==> src/rtl/mul_pipe.sv <==
// mul_pipe: parametrised, fully pipelined integer multiplier for the MDU.
//
// Computes MUL / MULH / MULHSU / MULHU on two XLEN-bit operands and returns
// the selected XLEN-bit half of the exact 2*XLEN-bit product. The pipeline
// is STAGES deep (1..4). Each op carries an opaque tag. Both sides use a
// valid/ready handshake, and a flush kills every op in flight.
//
// Optional feature: define MUL_PIPE_WORD_EN (XLEN must be 64) to add in_word.
// With in_word=1 the op is MULW: the low 32 bits of in_a[31:0]*in_b[31:0],
// sign-extended to 64 bits. in_funct3 must then be 000.
//
// Ports:
//   clk        in   1     clock, rising edge
//   reset      in   1     synchronous, active-low reset
//   flush      in   1     kill all in-flight ops at the next edge
//   in_valid   in   1     operation offered
//   in_ready   out  1     pipe accepts this cycle
//   in_a       in   XLEN  source A
//   in_b       in   XLEN  source B
//   in_funct3  in   3     000 MUL, 001 MULH, 010 MULHSU, 011 MULHU, 1xx = MUL
//   in_tag     in   TAGW  tag carried with the op
//   in_word    in   1     MULW select (only with MUL_PIPE_WORD_EN)
//   out_valid  out  1     result available
//   out_ready  in   1     consumer accepts
//   out_result out  XLEN  selected product half
//   out_tag    out  TAGW  tag of the result

module mul_pipe #(
    parameter int XLEN   = 32,
    parameter int STAGES = 2,
    parameter int TAGW   = 5
) (
    input  logic            clk,
    input  logic            reset,
    input  logic            flush,
    input  logic            in_valid,
    output logic            in_ready,
    input  logic [XLEN-1:0] in_a,
    input  logic [XLEN-1:0] in_b,
    input  logic [2:0]      in_funct3,
    input  logic [TAGW-1:0] in_tag,
`ifdef MUL_PIPE_WORD_EN
    input  logic            in_word,
`endif
    output logic            out_valid,
    input  logic            out_ready,
    output logic [XLEN-1:0] out_result,
    output logic [TAGW-1:0] out_tag
);

    localparam int W2 = 2 * XLEN;
    localparam int LW = XLEN - 1;   // width of the operand magnitude part

`ifdef MUL_PIPE_WORD_EN
    localparam int OPW = 4;         // {word, funct3}
`else
    localparam int OPW = 3;         // funct3
`endif

    logic [OPW-1:0] in_op;
`ifdef MUL_PIPE_WORD_EN
    assign in_op = {in_word, in_funct3};
`else
    assign in_op = in_funct3;
`endif

    // Select the result half from the full product. MULW takes the low word
    // and sign-extends it; the low product word does not depend on the upper
    // operand bits, so the partial products need no special handling.
    function automatic logic [XLEN-1:0] pick(input logic [W2-1:0] p,
                                             input logic [OPW-1:0] op);
        logic hi;
        hi = ~op[2] & (op[1:0] != 2'b00);
`ifdef MUL_PIPE_WORD_EN
        if (op[3]) return {{(XLEN-32){p[31]}}, p[31:0]};
`endif
        return hi ? p[W2-1:XLEN] : p[XLEN-1:0];
    endfunction

    // ------------------------------------------------------------------
    // Partial products of A=(am,a_lo), B=(bm,b_lo).
    //   terms[0] = a_lo*b_lo
    //   terms[1] = a_lo*bm << LW   (negated when B is signed)
    //   terms[2] = am*b_lo << LW   (negated when A is signed)
    //   terms[3] = am*bm << 2*LW   (negated when exactly one side is signed)
    //              plus the +1 of each two's-complement negation above
    // ------------------------------------------------------------------
    logic [W2-1:0] terms_c [4];
    logic [LW-1:0] a_lo, b_lo;
    logic          am, bm, sa, sb;
    logic [W2-1:0] pa_raw, pb_raw, pm_val;

    // NOTE: every combinational output gets a default first so no path can
    // leave a variable unassigned and infer a latch.
    always_comb begin
        a_lo   = in_a[LW-1:0];
        b_lo   = in_b[LW-1:0];
        am     = in_a[XLEN-1];
        bm     = in_b[XLEN-1];
        sa     = (in_funct3 == 3'b001) || (in_funct3 == 3'b010);
        sb     = (in_funct3 == 3'b001);
        pa_raw = bm ? (W2'(a_lo) << LW) : '0;
        pb_raw = am ? (W2'(b_lo) << LW) : '0;
        pm_val = '0;
        if (am & bm) pm_val[W2-1:W2-2] = (sa ^ sb) ? 2'b11 : 2'b01;
        terms_c[0] = W2'(a_lo) * W2'(b_lo);
        terms_c[1] = sb ? ~pa_raw : pa_raw;
        terms_c[2] = sa ? ~pb_raw : pb_raw;
        terms_c[3] = pm_val + W2'(sa) + W2'(sb);
    end

    // ------------------------------------------------------------------
    // Handshake: stage k advances when empty or when stage k+1 advances.
    // ld[k] marks a real op moving into stage k this cycle.
    // ------------------------------------------------------------------
    logic [STAGES:1] valid_q, adv, ld;
    logic            accept, chain;
    logic [TAGW-1:0] tag_q [1:STAGES];
    logic [XLEN-1:0] res_q, final_d;

    always_comb begin
        adv   = '0;
        ld    = '0;
        chain = ~valid_q[STAGES] | out_ready;
        adv[STAGES] = chain;
        for (int k = STAGES - 1; k >= 1; k--) begin
            chain  = ~valid_q[k] | chain;
            adv[k] = chain;
        end
        // Reset and flush both block acceptance; a free or moving stage 1
        // lets a new op in, which also collapses bubbles.
        in_ready = reset & ~flush & (~valid_q[1] | adv[1]);
        accept   = in_valid & in_ready;
        ld[1]    = accept;
        for (int k = 2; k <= STAGES; k++) ld[k] = adv[k] & valid_q[k-1];
    end

    // NOTE: sequential state uses non-blocking assignments so every register
    // samples pre-edge values regardless of statement order.
    always_ff @(posedge clk) begin
        if (!reset) begin
            valid_q <= '0;
            for (int k = 1; k <= STAGES; k++) tag_q[k] <= '0;
        end else begin
            if (flush) begin
                valid_q <= '0;
            end else begin
                if (adv[1]) valid_q[1] <= accept;
                for (int k = 2; k <= STAGES; k++)
                    if (adv[k]) valid_q[k] <= valid_q[k-1];
            end
            if (ld[1]) tag_q[1] <= in_tag;
            for (int k = 2; k <= STAGES; k++)
                if (ld[k]) tag_q[k] <= tag_q[k-1];
        end
    end

    // ------------------------------------------------------------------
    // Datapath stages. Stage 1 holds the four terms, stage 2 two pair sums,
    // stage 3 the full product; the last stage always holds the chosen half.
    // ------------------------------------------------------------------
    // NOTE: intermediate data registers are not reset; they are only read
    // behind a set valid bit. Only the visible output registers reset.
    if (STAGES == 1) begin : g_s1
        assign final_d = pick(terms_c[0] + terms_c[1] + terms_c[2] + terms_c[3], in_op);
    end else begin : g_deep
        logic [W2-1:0]  t1_q [4];
        logic [OPW-1:0] op1_q;

        always_ff @(posedge clk) begin
            if (ld[1]) begin
                for (int i = 0; i < 4; i++) t1_q[i] <= terms_c[i];
                op1_q <= in_op;
            end
        end

        if (STAGES == 2) begin : g_s2
            assign final_d = pick(t1_q[0] + t1_q[1] + t1_q[2] + t1_q[3], op1_q);
        end else begin : g_s3
            logic [W2-1:0]  p2_q [2];
            logic [OPW-1:0] op2_q;

            always_ff @(posedge clk) begin
                if (ld[2]) begin
                    p2_q[0] <= t1_q[0] + t1_q[1];
                    p2_q[1] <= t1_q[2] + t1_q[3];
                    op2_q   <= op1_q;
                end
            end

            if (STAGES == 3) begin : g_end3
                assign final_d = pick(p2_q[0] + p2_q[1], op2_q);
            end else begin : g_s4
                logic [W2-1:0]  p3_q;
                logic [OPW-1:0] op3_q;

                always_ff @(posedge clk) begin
                    if (ld[3]) begin
                        p3_q  <= p2_q[0] + p2_q[1];
                        op3_q <= op2_q;
                    end
                end

                assign final_d = pick(p3_q, op3_q);
            end
        end
    end

    // The output register only loads with a real op, so it holds steady
    // under backpressure and stays zero after reset until the first result.
    always_ff @(posedge clk) begin
        if (!reset) res_q <= '0;
        else if (ld[STAGES]) res_q <= final_d;
    end

    assign out_valid  = valid_q[STAGES];
    assign out_result = res_q;
    assign out_tag    = tag_q[STAGES];

endmodule
==> config.mk <==
export PLATFORM = sky130hd
export DESIGN_NAME = mul_pipe
export DESIGN_NICKNAME = d
export VERILOG_FILES = /design/src/rtl/mul_pipe.sv
export SDC_FILE = /design/constraint.sdc
export NUM_CORES = 2
export LEC_CHECK = 0
export ABC_AREA = 0
export BUFFER_PORTS_ARGS = -buffer_cell sky130_fd_sc_hd__buf_4
export CAP_MARGIN = 20
export CORE_MARGIN = 2
export CORE_UTILIZATION = 40
export DETAILED_ROUTE_END_ITERATION = 6
export REMOVE_ABC_BUFFERS = 1
export SLEW_MARGIN = 0
export SYNTH_ARGS = -nofsm -noshare
export SYNTH_HDL_FRONTEND = slang
export SYNTH_SLANG_ARGS = --single-unit
==> constraint.sdc <==
create_clock -name clk -period 8.35 [get_ports clk]
set_input_delay 0 -clock clk [delete_from_list [all_inputs] [get_ports clk]]
set_output_delay 0 -clock clk [all_outputs]
set_load 0.005 [all_outputs]
# ---- After elaboration in Yosys (flattened, before gate mapping)
# Memory sizes are Yosys's and may differ from the RTL's.
# Cells that the tools add are included.
dict set report totals {
  regBits 37
  latch_bits 0
  ram_bits 266
  mem_bits_ro 0
  in_bits 77
  out_inout_bits 39
  word_cells 53
  mem_count 2
}
dict set report classes {
  add_sub_neg 5
  multipliers 1
  div_mod_pow 0
  order_cmp 0
  eq_ne 2
  shift 0
  n_mux 17
  n_bitwise 19
  reduce_logical 3
}
# name depth width read_ports rd_clocked_by_memory_dff write_ports line
set memory_table {}
lappend memory_table {g_deep.t1_q 4 64 4 0 4 167} ;# logic [W2-1:0] t1_q [4];
lappend memory_table {tag_q 2 5 2 0 2 118} ;# logic [TAGW-1:0] tag_q [1:STAGES];
# cell n
set ops {}
lappend ops {{64-bit adder} 3}
lappend ops {{64-bit by 1-bit adder with 64-bit output} 2}
lappend ops {{64-bit 2-to-1 mux} 2}
lappend ops {{62-bit inverter with 64-bit output} 2}
lappend ops {{62-bit 2-to-1 mux} 2}
lappend ops {{31-bit by 31-bit multiplier with 62-bit output} 1}
lappend ops {{32-bit 2-to-1 mux} 1}
lappend ops {{5-bit 2-to-1 mux} 2}
lappend ops {{1-bit 2-to-1 mux} 8}
lappend ops {{1-bit bitwise AND} 6}
lappend ops {{1-bit inverter} 5}
lappend ops {{1-bit OR} 5}
lappend ops {{2-bit 2-to-1 mux} 2}
lappend ops {{3-bit by 1-bit equality test with 1-bit output, second input constant} 1}
lappend ops {{3-bit by 2-bit equality test with 1-bit output, second input constant} 1}
lappend ops {{2-bit nonzero test} 1}
lappend ops {{2-bit OR reduction} 1}
lappend ops {{1-bit logical OR} 1}
lappend ops {{1-bit XOR} 1}

# ---- Logic depth before layout (Yosys ltp)
dict set report logic_depth {
  word_depth 10
  mapped_depth 28
  mapped_depth_nobuf 26
}

# ---- Least setup slack after synthesis
# OpenSTA, ideal clock, no wires.
dict set report synth_path {
  path_kind {input port to flip-flop}
  start {in in_b[4]}
  end {mem g_deep.t1_q[0][61] (netlist name) (data pin)}
  setup_ps 264
  t_arrival_ps 6591
  required_time_ps 8086
  setup_slack_ps 1495
  path_stages 25
  path_buffers 2
  path_cell_list {clkbuf_1 > and2_1 > fa_1 > fa_1 > fa_1 > inv_1 > fa_1 > inv_1 > fa_1 > inv_1 > fa_1 > inv_1 > fa_1 > fa_1 > ha_1 > clkbuf_1 > nand2_1 > or3_1 > o2111ai_2 > o21ai_1 > o211ai_1 > nand2_1 > o311ai_1 > a221oi_1 > xnor2_1}
}
# item line
set synth_rtl {}
lappend synth_rtl {{from (decl)} 39} ;# input logic [XLEN-1:0] in_b,
lappend synth_rtl {{to (decl)} 167}

==> metrics.txt <==
run status=finished, final reports clean; H-tree levels=4; CP Launch Type=input port; min Tclk post-route=around 7300 ps; synth-to-layout area growth=6.06%; Fmax achieved=about 140 MHz; nets@finish=5,812; initial core utilization=40.3%; mux share of post-synthesis cell area=0.119%; IO Count=116; adder-cell share of the synthesized area=52.8%; Worst Tran Pin Value=slightly above 900 ps; RSZ-0062 raised after global routing=no; Post-Syn Area=43,200 µm²; top-area cell type share of the netlist area=a little over two fifths; final period utilization=just under 90%; MaxCap Viol Count=0; Die Area=111,000 µm²; count leader, synth=fa_1; Cell variety after synth=just under 80; die width=333 µm; vias in the first global route=approximately 34,000; setup_tns=0 ps; Via-to-Cell Ratio=approximately 5.2; largest area contributor in the netlist=fa_1; share of layout cells above drive strength 1=4.34%; core region area=107,000 µm²; overall routed net length=120,000 µm; Async S/R FF share, synth=0%; top cells by count, synth=fa_1 (901), inv_1 (813), nand2_1 (631); synth top area cells=fa_1 (42%), ha_1 (11%), edfxtp_1 (9.9%), and2_1 (7.7%), inv_1 (7.1%); worst-path fanout max=32; Synth Flop Type=edfxtp_1; largest net degree at the start of global routing=62; critical path class=input port to flip-flop; GRT Util Overall=between 20 and 25%; Crit. End Element=flip-flop; DRC violations left=0; antenna violations before repair=5; Slew Viols, Final=0; clock skew=9.82 ps; clock slew at reported path FFs=70 ps; Root Driver=clkbuf_16; Compound-Gate Fraction of Synth Area=7.04%; total gr overflow=0; sequential share of the synthesized area=between 10% and 20%; Yosys reg bits=176; filler cell count=10,500; clk sinks=176; Post-Synthesis Cells=around 4,500; remaining antenna violation count after routing=0; Slew headroom=37.9%; first-pass iteration count of the detailed router=5; post-CTS sizing=0; post-placement worst setup slack=597 ps; Synth Area in Simple Gates=15.7%; CTS tree=built; final RePlAce weighted congestion=roughly 0.9; row cnt=120; die height=approximately 330 µm; drt wl/cell=approximately 20 µm; Yosys Warn Count=0; setup repair bufs after CTS=0; final setup fails=0; largest family of logic cells by synthesized area=adder cells; syn_area_per_cell=9.54 µm²; Via Count=30,500; Num CTS Buffers=17; CP Data Arrival Time=between 7000 and 8000 ps; Max Buffers Root-to-Sink=2; area of the multi-input gates=34,300 µm²; EDFF count, synth=142; Worst-Skew Late Latency=460 ps; port buffer count=115; Worst Path Required=about 8600 ps; Post-DP HPWL=93,500 µm; Fin. Hold Viols=0; register area=4940 µm²; Post-CTS Hold Buffers=14; Post-Synth XOR/XNOR Area=3.65%; final worst slack=around 1000 ps; HP Class=input port to flip-flop; first-pass GRT wire length=192,000 µm; starting DRC count in detailed routing=1,865
[final cells by class]
class                      count  area share [%]
antenna                        1         0.00546
clock buffer                  18           0.937
clock inverter                14           0.382
inverter                     813            6.66
multi-input combinational   3292            74.8
sequential                   176            10.8
tap                         1403            3.83
timing repair buffer         152            2.57
[path summary, 6_finish.rpt]
kind,depth (start not counted),slack [ps],to,from
worst max-delay path,25,1030,g_deep.t1_q[0][54],in_a[7]
worst max register to register,19,2910,out_result[29],g_deep.t1_q[2][62]
worst min register to register,2,460,out_result[2],out_result[2]
worst min-delay path,3,120,g_deep.t1_q[1][57],in_a[26]
[worst max-delay path: stages]
cell and delay, ps:
buf_4 400, nand2_1 150, fa_1 550, inv_1 50, fa_1 440, fa_1 490, inv_1 50, fa_1 470
inv_1 50, fa_1 480, ha_1 310, fa_1 480, inv_1 50, fa_1 490, inv_1 50, ha_1 380
and4_1 220, o211ai_1 170, a2111oi_0 710, o211ai_1 360, a2bb2oi_1 480, a311oi_1 230, o21ai_0 210, a21oi_1 100
xnor2_1 130
[sequential cells by signal, summed over array words and instances (netlist names)]
signal	flops
tag_q	10
out_result	32
g_deep.t1_q	129
g_deep.op1_q	3
valid_q	2
[through the flow]
step                      hold WS, ps  std cells  instance area, µm²  utilization (%)
after floorplan                  98.9       4281               42200                -
after global placement            197       5822               45100             42.1
after detailed placement          198       5822               45100             42.1
after CTS                         102       5868               45800             42.8
after global routing              137       5868               45800             42.8
final                             120       5869               45800             42.8
[per-layer routing]
metal	wire length (µm)	GRT usage, %
met4	3260	6.06
met2	60500	40.0
met5	0	0
met3	5240	2.54
met1	51100	28.9
[kinds of logic after synthesis]
family / count (synthesis)
and+or+nand+nor: 1362
adders and majority gates: 1283
buffers and inverters: 1061
AOI/OAI and AO/OA: 462
xor gates and xnor gates: 180
DFF: 176
muxes: 5
[cells in the final DEF (no fill, tap or decap), drive strengths merged, types with 15 or more instances in the layout]
cell type / count
and3: 20
a21oi: 144
o21bai: 29
and2: 531
dfxtp: 34
xnor2: 107
o21a: 15
ha: 382
nor2: 66
a22oi: 18
nand4: 28
inv: 820
xor2: 73
edfxtp: 142
nand3: 19
nor3: 15
fa: 901
a21o: 56
buf: 138
clkbuf: 18
o21ai: 105
nand2: 631
Power is left out: the tool's default activity adds up to more than one toggle a clock period on the data nets, which glitch-free logic cannot reach.
